$ cat config.mk
export PLATFORM = sky130hd
export DESIGN_NAME = sram_march_tester
export DESIGN_NICKNAME = d
export VERILOG_FILES = /design/src/rtl/sram_march_tester_pkg.sv /design/src/rtl/sram_req_handshake.sv /design/src/rtl/sram_march_tester.sv
export SDC_FILE = /design/constraint.sdc
export NUM_CORES = 1
export LEC_CHECK = 0
export ABC_AREA = 1
export CAP_MARGIN = 10
export CORE_UTILIZATION = 54
export CTS_CLUSTER_DIAMETER = 150
export CTS_CLUSTER_SIZE = 10
export DETAILED_ROUTE_END_ITERATION = 7
export PLACE_DENSITY = 0.83
export SLEW_MARGIN = 10
export SYNTH_ARGS = -nofsm -noshare
export SYNTH_HDL_FRONTEND = slang
export SYNTH_SLANG_ARGS = --single-unit
$ cat constraint.sdc
create_clock -name clk -period 3.8 [get_ports clk]
set_input_delay 0.95 -clock clk [delete_from_list [all_inputs] [get_ports clk]]
set_output_delay 0.95 -clock clk [all_outputs]
set_load 0.05 [all_outputs]
$ cat src/rtl/sram_march_tester_pkg.sv
// Shared definitions for the SRAM march tester: FSM state encodings and default pattern seed.
package sram_march_tester_pkg;

  typedef enum logic [2:0] {
    ST_IDLE,
    ST_WAIT_INIT,
    ST_WRITE,
    ST_READ,
    ST_FINISH
  } tester_state_t;

  localparam logic [15:0] DEFAULT_SEED = 16'h650F;

endpackage

$ cat src/rtl/sram_req_handshake.sv
// Request/busy handshake toward the SPI SRAM encoder; pulses xfer_done on the busy 1->0 edge.
module sram_req_handshake (
  input  logic clk,
  input  logic reset_n,
  input  logic go,
  input  logic busy,
  output logic request,
  output logic xfer_done
);

  logic was_busy;

  // Completion is the first cycle busy is low again after having been seen high.
  assign xfer_done = request && was_busy && !busy;

  always_ff @(posedge clk or negedge reset_n) begin
    if (!reset_n) begin
      request  <= 1'b0;
      was_busy <= 1'b0;
    end else if (!request) begin
      was_busy <= 1'b0;
      if (go) request <= 1'b1;
    end else begin
      if (busy) was_busy <= 1'b1;
      if (xfer_done) request <= 1'b0;
    end
  end

endmodule

$ cat src/rtl/sram_march_tester.sv
// Write-then-read-back memory test sequencer driving the SPI SRAM encoder request side.
module sram_march_tester
  import sram_march_tester_pkg::*;
#(
  parameter int                       WORD_WIDTH    = 16,
  parameter int                       ADDRESS_WIDTH = 16,
  parameter logic [ADDRESS_WIDTH-1:0] ADDR_FIRST    = '0,
  parameter logic [ADDRESS_WIDTH-1:0] ADDR_LAST     = '1,
  parameter logic [15:0]              SEED          = DEFAULT_SEED
) (
  input  logic                     clk,
  input  logic                     reset_n,
  input  logic                     start,
  input  logic                     stop_on_error,
  output logic                     request,
  output logic                     write_enable,
  output logic [ADDRESS_WIDTH-1:0] address,
  output logic [WORD_WIDTH-1:0]    data_out,
  input  logic                     busy,
  input  logic                     initialized,
  input  logic [WORD_WIDTH-1:0]    data_in,
  output logic                     running,
  output logic                     done,
  output logic                     pass,
  output logic [15:0]              error_count,
  output logic [ADDRESS_WIDTH-1:0] fail_address,
  output logic [WORD_WIDTH-1:0]    fail_expected,
  output logic [WORD_WIDTH-1:0]    fail_actual
);

  function automatic logic [WORD_WIDTH-1:0] pat(input logic [ADDRESS_WIDTH-1:0] a);
    return WORD_WIDTH'(a) ^ WORD_WIDTH'(SEED);
  endfunction

  tester_state_t           state;
  logic                    go, xfer_done;
  logic                    stop_q, miscmp, captured;
  logic [WORD_WIDTH-1:0]   expected;
  logic                    mismatch;

  assign expected = pat(address);
  assign mismatch = (data_in != expected);
  // Address/data settle while request is low; the handshake raises request the next cycle.
  assign go       = (state == ST_WRITE) || (state == ST_READ);

  sram_req_handshake u_hs (
    .clk       (clk),
    .reset_n   (reset_n),
    .go        (go),
    .busy      (busy),
    .request   (request),
    .xfer_done (xfer_done)
  );

  always_ff @(posedge clk or negedge reset_n) begin
    if (!reset_n) begin
      state         <= ST_IDLE;
      address       <= ADDR_FIRST;
      write_enable  <= 1'b0;
      data_out      <= '0;
      running       <= 1'b0;
      done          <= 1'b0;
      pass          <= 1'b0;
      error_count   <= '0;
      fail_address  <= '0;
      fail_expected <= '0;
      fail_actual   <= '0;
      stop_q        <= 1'b0;
      miscmp        <= 1'b0;
      captured      <= 1'b0;
    end else begin
      miscmp <= 1'b0;
      if (miscmp && error_count != 16'hFFFF) error_count <= error_count + 16'd1;
      case (state)
        ST_IDLE: begin
          if (start) begin
            state         <= ST_WAIT_INIT;
            running       <= 1'b1;
            done          <= 1'b0;
            pass          <= 1'b0;
            error_count   <= '0;
            fail_address  <= '0;
            fail_expected <= '0;
            fail_actual   <= '0;
            captured      <= 1'b0;
            stop_q        <= stop_on_error;
          end
        end
        ST_WAIT_INIT: begin
          if (initialized && !busy) begin
            state        <= ST_WRITE;
            address      <= ADDR_FIRST;
            write_enable <= 1'b1;
            data_out     <= pat(ADDR_FIRST);
          end
        end
        ST_WRITE: begin
          if (xfer_done) begin
            if (address == ADDR_LAST) begin
              state        <= ST_READ;
              address      <= ADDR_FIRST;
              write_enable <= 1'b0;
              data_out     <= '0;
            end else begin
              address  <= address + 1'b1;
              data_out <= pat(address + 1'b1);
            end
          end
        end
        ST_READ: begin
          if (xfer_done) begin
            if (mismatch) begin
              miscmp <= 1'b1;
              if (!captured) begin
                captured      <= 1'b1;
                fail_address  <= address;
                fail_expected <= expected;
                fail_actual   <= data_in;
              end
            end
            // Compare against the last address before incrementing, so an all-ones window never wraps.
            if ((mismatch && stop_q) || address == ADDR_LAST) state <= ST_FINISH;
            else address <= address + 1'b1;
          end
        end
        ST_FINISH: begin
          done    <= 1'b1;
          pass    <= !captured;
          running <= 1'b0;
          state   <= ST_IDLE;
        end
        default: state <= ST_IDLE;
      endcase
    end
  end

endmodule
==> results.sh, run 1 <==
export IMPL_outcome="finished, final reports clean"
export IMPL_cts_max_path_buffers=2
export IMPL_finalCriticalPeriod_ns=2.903
export IMPL_grt_use_total_pct=28.73
export IMPL_cts_buffers=9
export IMPL_syn_to_final_growth_pct=26.12
export IMPL_cpPeakStageDelay_ns=0.92
export IMPL_fin_skew_ns=0.01707
export IMPL_die_h_um=100.7
export IMPL_overflow=0
export IMPL_drt_iter0_drc=405
export IMPL_synth_edf_count=0
export IMPL_clk_pin_slew_ns=0.08
export IMPL_netlist_area_leader_share_pct=47.62
export IMPL_cp_slowest_cell="clkdlybuf4s50_1"
export IMPL_post_cts_buffers=0
export IMPL_tritoncts="done"
export IMPL_vias_per_cell=5.376
export IMPL_cp_cell_sequence="clkdlybuf4s50_1"
export IMPL_die_area_sq_um=10130
export IMPL_hold_viol_final=0
export IMPL_dpl_hpwl_um=10430
export IMPL_min_path_type="flop to flop"
export IMPL_routed_wl_um=14090
export IMPL_setup_viol=0
export IMPL_max_clock_freq_ghz=0.3445
export IMPL_num_vias=5043
export IMPL_grt_antenna_before_repair=0
export IMPL_core_rowCount=35
export IMPL_rsz0062_at_grt="false"
export IMPL_initial_utilization_pct=56.34
export IMPL_setup_tns_ns=0
export IMPL_synth_nets=720
export IMPL_ys_ff_latch=100
export IMPL_leakagePower_nw=3.234
export IMPL_io_buffers=122
export IMPL_arrival_ns=1.95
export IMPL_cts_resized=0
export IMPL_ir_drop_uv=813.6
export IMPL_grt_pass1_vias=4614
export IMPL_power_density_nw_per_um2=586.2
export IMPL_grt_max_degree=50
export IMPL_cts_sinks=100
export IMPL_syn_area_sq_um=5255
export IMPL_die_width_um=100.7
export IMPL_drt_wirelength_per_cell_um=15.03
export IMPL_tightest_slew_ns=0.6541
export IMPL_synth_cell_type_count=39
export IMPL_crit_required_ns=2.85
export IMPL_synth_area_top_cells="dfrtp_1 48%, nand2_1 20%, nand3_1 5.1%"
export IMPL_drive_gt1_share_pct=6.057
export IMPL_critical_path_top_delay_family="buffers and inverters"
export IMPL_critPathLaunchType="flop"
export IMPL_netlist_instances=696
export IMPL_drc_errors=0
export IMPL_ctsHoldBuffers=0
export IMPL_nNetsFinal=828
export IMPL_path_class="flop to primary output"
export IMPL_cts_htree_levels=3
export IMPL_finalPower_mw=3.885
export IMPL_seq_area_frac_synth_pct=47.62
export IMPL_core_sq_um=9328
export IMPL_ys_async_sr_fraction_pct=100.0
export IMPL_finalCritPeriodShare_pct=76.39
export IMPL_end_kind="primary output"
export IMPL_n_antenna_cell=0
export IMPL_critPathBufInv=1
export IMPL_cts_root_buffer="clkbuf_8"
export IMPL_crit_fanout=11
export IMPL_clk_latency_ns=0.37
export IMPL_ioPinCount=123
export IMPL_netlist_top_cell_by_area="dfrtp_1"
export IMPL_ys_warn_count=0
export IMPL_grt_pass1_wl_um=22810
export IMPL_ant_nets=0
export IMPL_slew_violations=0
export IMPL_cap_violations=0
export IMPL_relSlewSlack_pct=55.99
export IMPL_yosys_most_used_dff="dfrtp_1"
export IMPL_place_gp_congestion=0.9511
export IMPL_firstDrtPassIters=5
export IMPL_syn_area_per_cell_sq_um=7.550
cell usage after synthesis (2+ instances only):
| library cell | number |
|---|---|
| inv_1 | 56 |
| a21oi_1 | 12 |
| nand2_2 | 4 |
| dfrtp_1 | 100 |
| nor4_1 | 3 |
| buf_6 | 5 |
| buf_2 | 8 |
| inv_2 | 11 |
| a22o_1 | 3 |
| nor2_1 | 48 |
| nand4_1 | 14 |
| nor2_2 | 2 |
| nor3_4 | 2 |
| nand2_1 | 285 |
| o31ai_1 | 2 |
| buf_4 | 11 |
| nor3_1 | 10 |
| clkbuf_1 | 4 |
| ha_1 | 2 |
| nor3_2 | 2 |
| o21ai_0 | 24 |
| xor2_1 | 9 |
| nand3_1 | 54 |
| o21ai_1 | 6 |
| nand2_4 | 2 |
| xnor2_1 | 2 |
| nor3b_1 | 3 |
worst paths after layout:
kind / startpoint / end / slack, ns / cells after the start
setup / recovery: address[0]$_DFFE_PN0P_ / address[0] / 0.90 / 1
hold / removal: fail_actual[5]$_DFFE_PN0P_ / fail_actual[5]$_DFFE_PN0P_ / 0.47 / 2
hold reg to reg: fail_actual[5]$_DFFE_PN0P_ / fail_actual[5]$_DFFE_PN0P_ / 0.47 / 2
max in group asynchronous: reset_n / fail_actual[11]$_DFFE_PN0P_ / 2.37 / 2
setup reg to reg: address[0]$_DFFE_PN0P_ / fail_actual[1]$_DFFE_PN0P_ / 1.36 / 13
min in group asynchronous: reset_n / error_count[3]$_DFF_PN0_ / 0.58 / 1
cell usage in the layout, fill, tap and decap left out, drive strengths merged:
cell type	n
nor4	3
nand4	14
a31oi	1
a21oi	13
nand3b	1
o22ai	1
o31ai	2
nor3	14
xnor2	2
inv	69
a22oi	1
o21a	1
nor3b	3
clkinvlp	2
o21ai	31
nor2	51
nand3	55
clkinv	2
buf	5
xor2	9
nand2	292
dfrtp	100
clkdlybuf4s50	121
clkbuf	11
ha	2
a22o	3
per-stage QoR:
stage / worst slack [ns] / cell area [sq um] / utilization (%) / hold WS [ns] / std cells
after floorplan: 1.568 / 5255 / - / 0.4588 / 696
after global placement: 0.8605 / 6459 / 69.24 / 0.4526 / 922
after detailed placement: 0.7697 / 6459 / 69.24 / 0.4570 / 922
after CTS: 0.9179 / 6628 / 71.05 / 0.4788 / 938
after global routing: 0.8854 / 6628 / 71.05 / 0.4935 / 938
final: 0.8973 / 6628 / 71.05 / 0.4749 / 938
state kept, by name, summed over array words and instances, names as in the netlist:
signal / count
u_hs.was_busy: 1
pass: 1
stop_q: 1
u_hs.request: 1
captured: 1
running: 1
address: 16
fail_actual: 16
error_count: 16
data_out: 16
miscmp: 1
fail_address: 16
fail_expected: 8
done: 1
state: 3
write_enable: 1
power breakdown:
group	internal [mW]	leakage (nW)	switching, mW
Clock	0.241	0.0799	0.366
Sequential	1.26	1.35	0.155
Combinational	0.536	1.80	1.33
Total	2.04	3.23	1.85
logic make-up (layout without fill, tap and decap cells):
group,Yosys count,after routing,share of synthesized area (%)
buf+inv,97,210,8.881
flops,100,100,47.62
xor+xnor,11,11,1.833
fa+ha+maj,2,2,0.4761
compound gates,53,53,5.786
simple gates,433,433,35.40
cell type report:
type                            count  area [sq um]
Timing Repair Buffer              126          1249
Clock buffer                       11         131.4
Fill cell                         788          2700
Sequential cell                   100          2502
Inverter                           68         257.7
Multi-Input combinational cell    499          2288
Clock inverter                      5         37.54
Tap cell                          129         161.4
layer usage:
layer  vias up  global-route usage [%]  share of wire, %
li1       2415                       -                 -
met1      2383                   42.17                45
met2       218                   45.10                47
met3        27                   3.051               6.6
met4         0                   8.696               1.9
met5         -                       0                 0
Power figures use the tool's default switching activity.
==> run 2, diff against run 1 <==
Settings changed: CORE_UTILIZATION 54 to 50, PLACE_DENSITY 0.83 to 0.77.
Clock period 3.8 ns to 2.9 ns, I/O delays scaled along.
==> results.sh, run 2 (synthesis results as in run 1) <==
export IMPL_critPathLaunchType="flop"
export IMPL_n_antenna_cell=0
export IMPL_crit_reg2reg_launch="address[1]$_DFFE_PN0P_"
export IMPL_slew_violations=0
export IMPL_tritoncts="done"
export IMPL_drt_wirelength_per_cell_um=15.24
export IMPL_cts_resized=0
export IMPL_cp_slowest_cell="clkdlybuf4s50_1"
export IMPL_p_sw_share_pct=46.04
export IMPL_die_h_um=104.5
export IMPL_initial_utilization_pct=51.13
export IMPL_clk_latency_ns=0.37
export IMPL_fin_util_pct=65.94
export IMPL_crit_start="address[2]$_DFFE_PN0P_"
export IMPL_pwr_share_seq_pct=34.3
export IMPL_cts_sinks=100
export IMPL_cp_cell_sequence="clkdlybuf4s50_1"
export IMPL_final_area_sq_um=6777
export IMPL_path_class="flop to primary output"
export IMPL_hold_viol_final=0
export IMPL_cts_max_path_buffers=2
export IMPL_syn_to_final_growth_pct=28.95
export IMPL_vias_per_cell=5.249
export IMPL_critPathBufInv=1
export IMPL_grt_pass1_wl_um=24190
export IMPL_finalCritPeriodShare_pct=89.20
export IMPL_max_clock_freq_ghz=0.3866
export IMPL_p_int_mw=2.896
export IMPL_drc_errors=0
export IMPL_r2r_setup_slack_ns=0.62
export IMPL_ir_drop_uv=760.2
export IMPL_firstDrtPassIters=5
export IMPL_ctsHoldBuffers=0
export IMPL_ant_nets=0
export IMPL_finalCriticalPeriod_ns=2.587
export IMPL_final_common_cell="nand2_1"
export IMPL_grt_max_degree=67
export IMPL_cts_root_buffer="clkbuf_8"
export IMPL_relSlewSlack_pct=61.32
export IMPL_routed_wl_um=14540
export IMPL_p_clk_share_pct=18.4
export IMPL_clk_pin_slew_ns=0.10
export IMPL_drt_iter0_drc=352
export IMPL_cpPeakStageDelay_ns=0.91
export IMPL_die_width_um=104.5
export IMPL_fill_cells=916
export IMPL_min_path_type="input pin to asynchronous set/reset pin"
export IMPL_critical_path_top_delay_family="buffers and inverters"
export IMPL_power_density_nw_per_um2=792.0
export IMPL_io_buffers=122
export IMPL_cts_htree_levels=3
export IMPL_leakagePower_nw=3.316
export IMPL_r2r_end="address[11]$_DFFE_PN0P_"
export IMPL_nNetsFinal=837
export IMPL_num_vias=5008
export IMPL_cts_buffers=9
export IMPL_setup_tns_ns=0
export IMPL_final_cell_mix="285 x nand2_1, 121 x clkdlybuf4s50_1, 100 x dfrtp_1, 56 x inv_1, 54 x nand3_1"
export IMPL_core_sq_um=10280
export IMPL_drive_gt1_share_pct=7.090
export IMPL_post_cts_buffers=0
export IMPL_grt_antenna_before_repair=0
export IMPL_comb_power_share_pct=47.3
export IMPL_crit_fanout=8
export IMPL_grt_pass1_vias=4756
export IMPL_rsz0062_at_grt="false"
export IMPL_grt_use_total_pct=27.89
export IMPL_setup_viol=0
export IMPL_end_kind="primary output"
export IMPL_overflow=0
export IMPL_dpl_hpwl_um=10570
export IMPL_place_gp_congestion=0.9738
export IMPL_fin_skew_ns=0.01116
export IMPL_crit_required_ns=2.17
export IMPL_power_switching_mw=2.471
export IMPL_ioPinCount=123
export IMPL_die_area_sq_um=10920
export IMPL_tightest_slew_ns=0.5748
export IMPL_dpl_cell_area_sq_um=6560
export IMPL_outcome="finished, final reports clean"
export IMPL_arrival_ns=1.86
export IMPL_core_rowCount=37
export IMPL_r2r_cells=11
export IMPL_hold_ws_ns=0.2846
export IMPL_cap_violations=0
## run 2: cell count changes in the layout (fill, tap and decap cells not counted)
cell	delta
bufinv_16	+2
clkinvlp_4	-1
clkinv_2	-1
buf_4	+7
buf_12	+2
## run 2: worst max path at each step
stage                                         end  slack [ns]  cells after the start
after floorplan           address[13]$_DFFE_PN0P_        0.75                     11
after global placement    address[15]$_DFFE_PN0P_        0.37                     14
after detailed placement  address[11]$_DFFE_PN0P_        0.31                     14
after CTS                              address[2]        0.31                      1
after global routing                   address[2]        0.26                      1
final                                  address[2]        0.31                      1
## run 2: final cells by class
class                   count  area [sq um]  share of cell area, %
multi-input cells         499          2288                  33.77
inverters                  68         257.7                  3.804
clock buffers              11         131.4                  1.939
repair buffers            135          1341                  19.79
clock inverters             5         85.08                  1.256
flip-flops and latches    100          2502                  36.93
well taps                 136         170.2                  2.511
## run 2: stage by stage
stage | setup slack [ns] | instances | power [mW]
6_report | 0.3131 | 954 | 5.367
2_1_floorplan | 0.7507 | 696 | 3.672
5_1_grt | 0.2649 | 954 | 5.637
4_1_cts | 0.3087 | 954 | 5.379
3_3_place_gp | 0.3682 | 938 | 4.345
3_5_place_dp | 0.3090 | 938 | 4.393
## run 2: power groups by stage
| stage | Clock, mW | Combinational, mW | Sequential, mW |
|---|---|---|---|
| after floorplan | 0 | 1.10 | 2.57 |
| after global placement | 0 | 2.49 | 1.85 |
| after detailed placement | 0 | 2.53 | 1.86 |
| after CTS | 0.997 | 2.54 | 1.84 |
| after global routing | 1.05 | 2.71 | 1.87 |
| final | 0.988 | 2.54 | 1.84 |
## run 2: layer usage
layer	track usage (%)	vias up	share of wire (%)
li1	-	2425	-
met1	40.87	2372	46
met2	42.34	198	46
met3	4.887	13	7.0
met4	7.857	0	0.97
met5	0	-	0
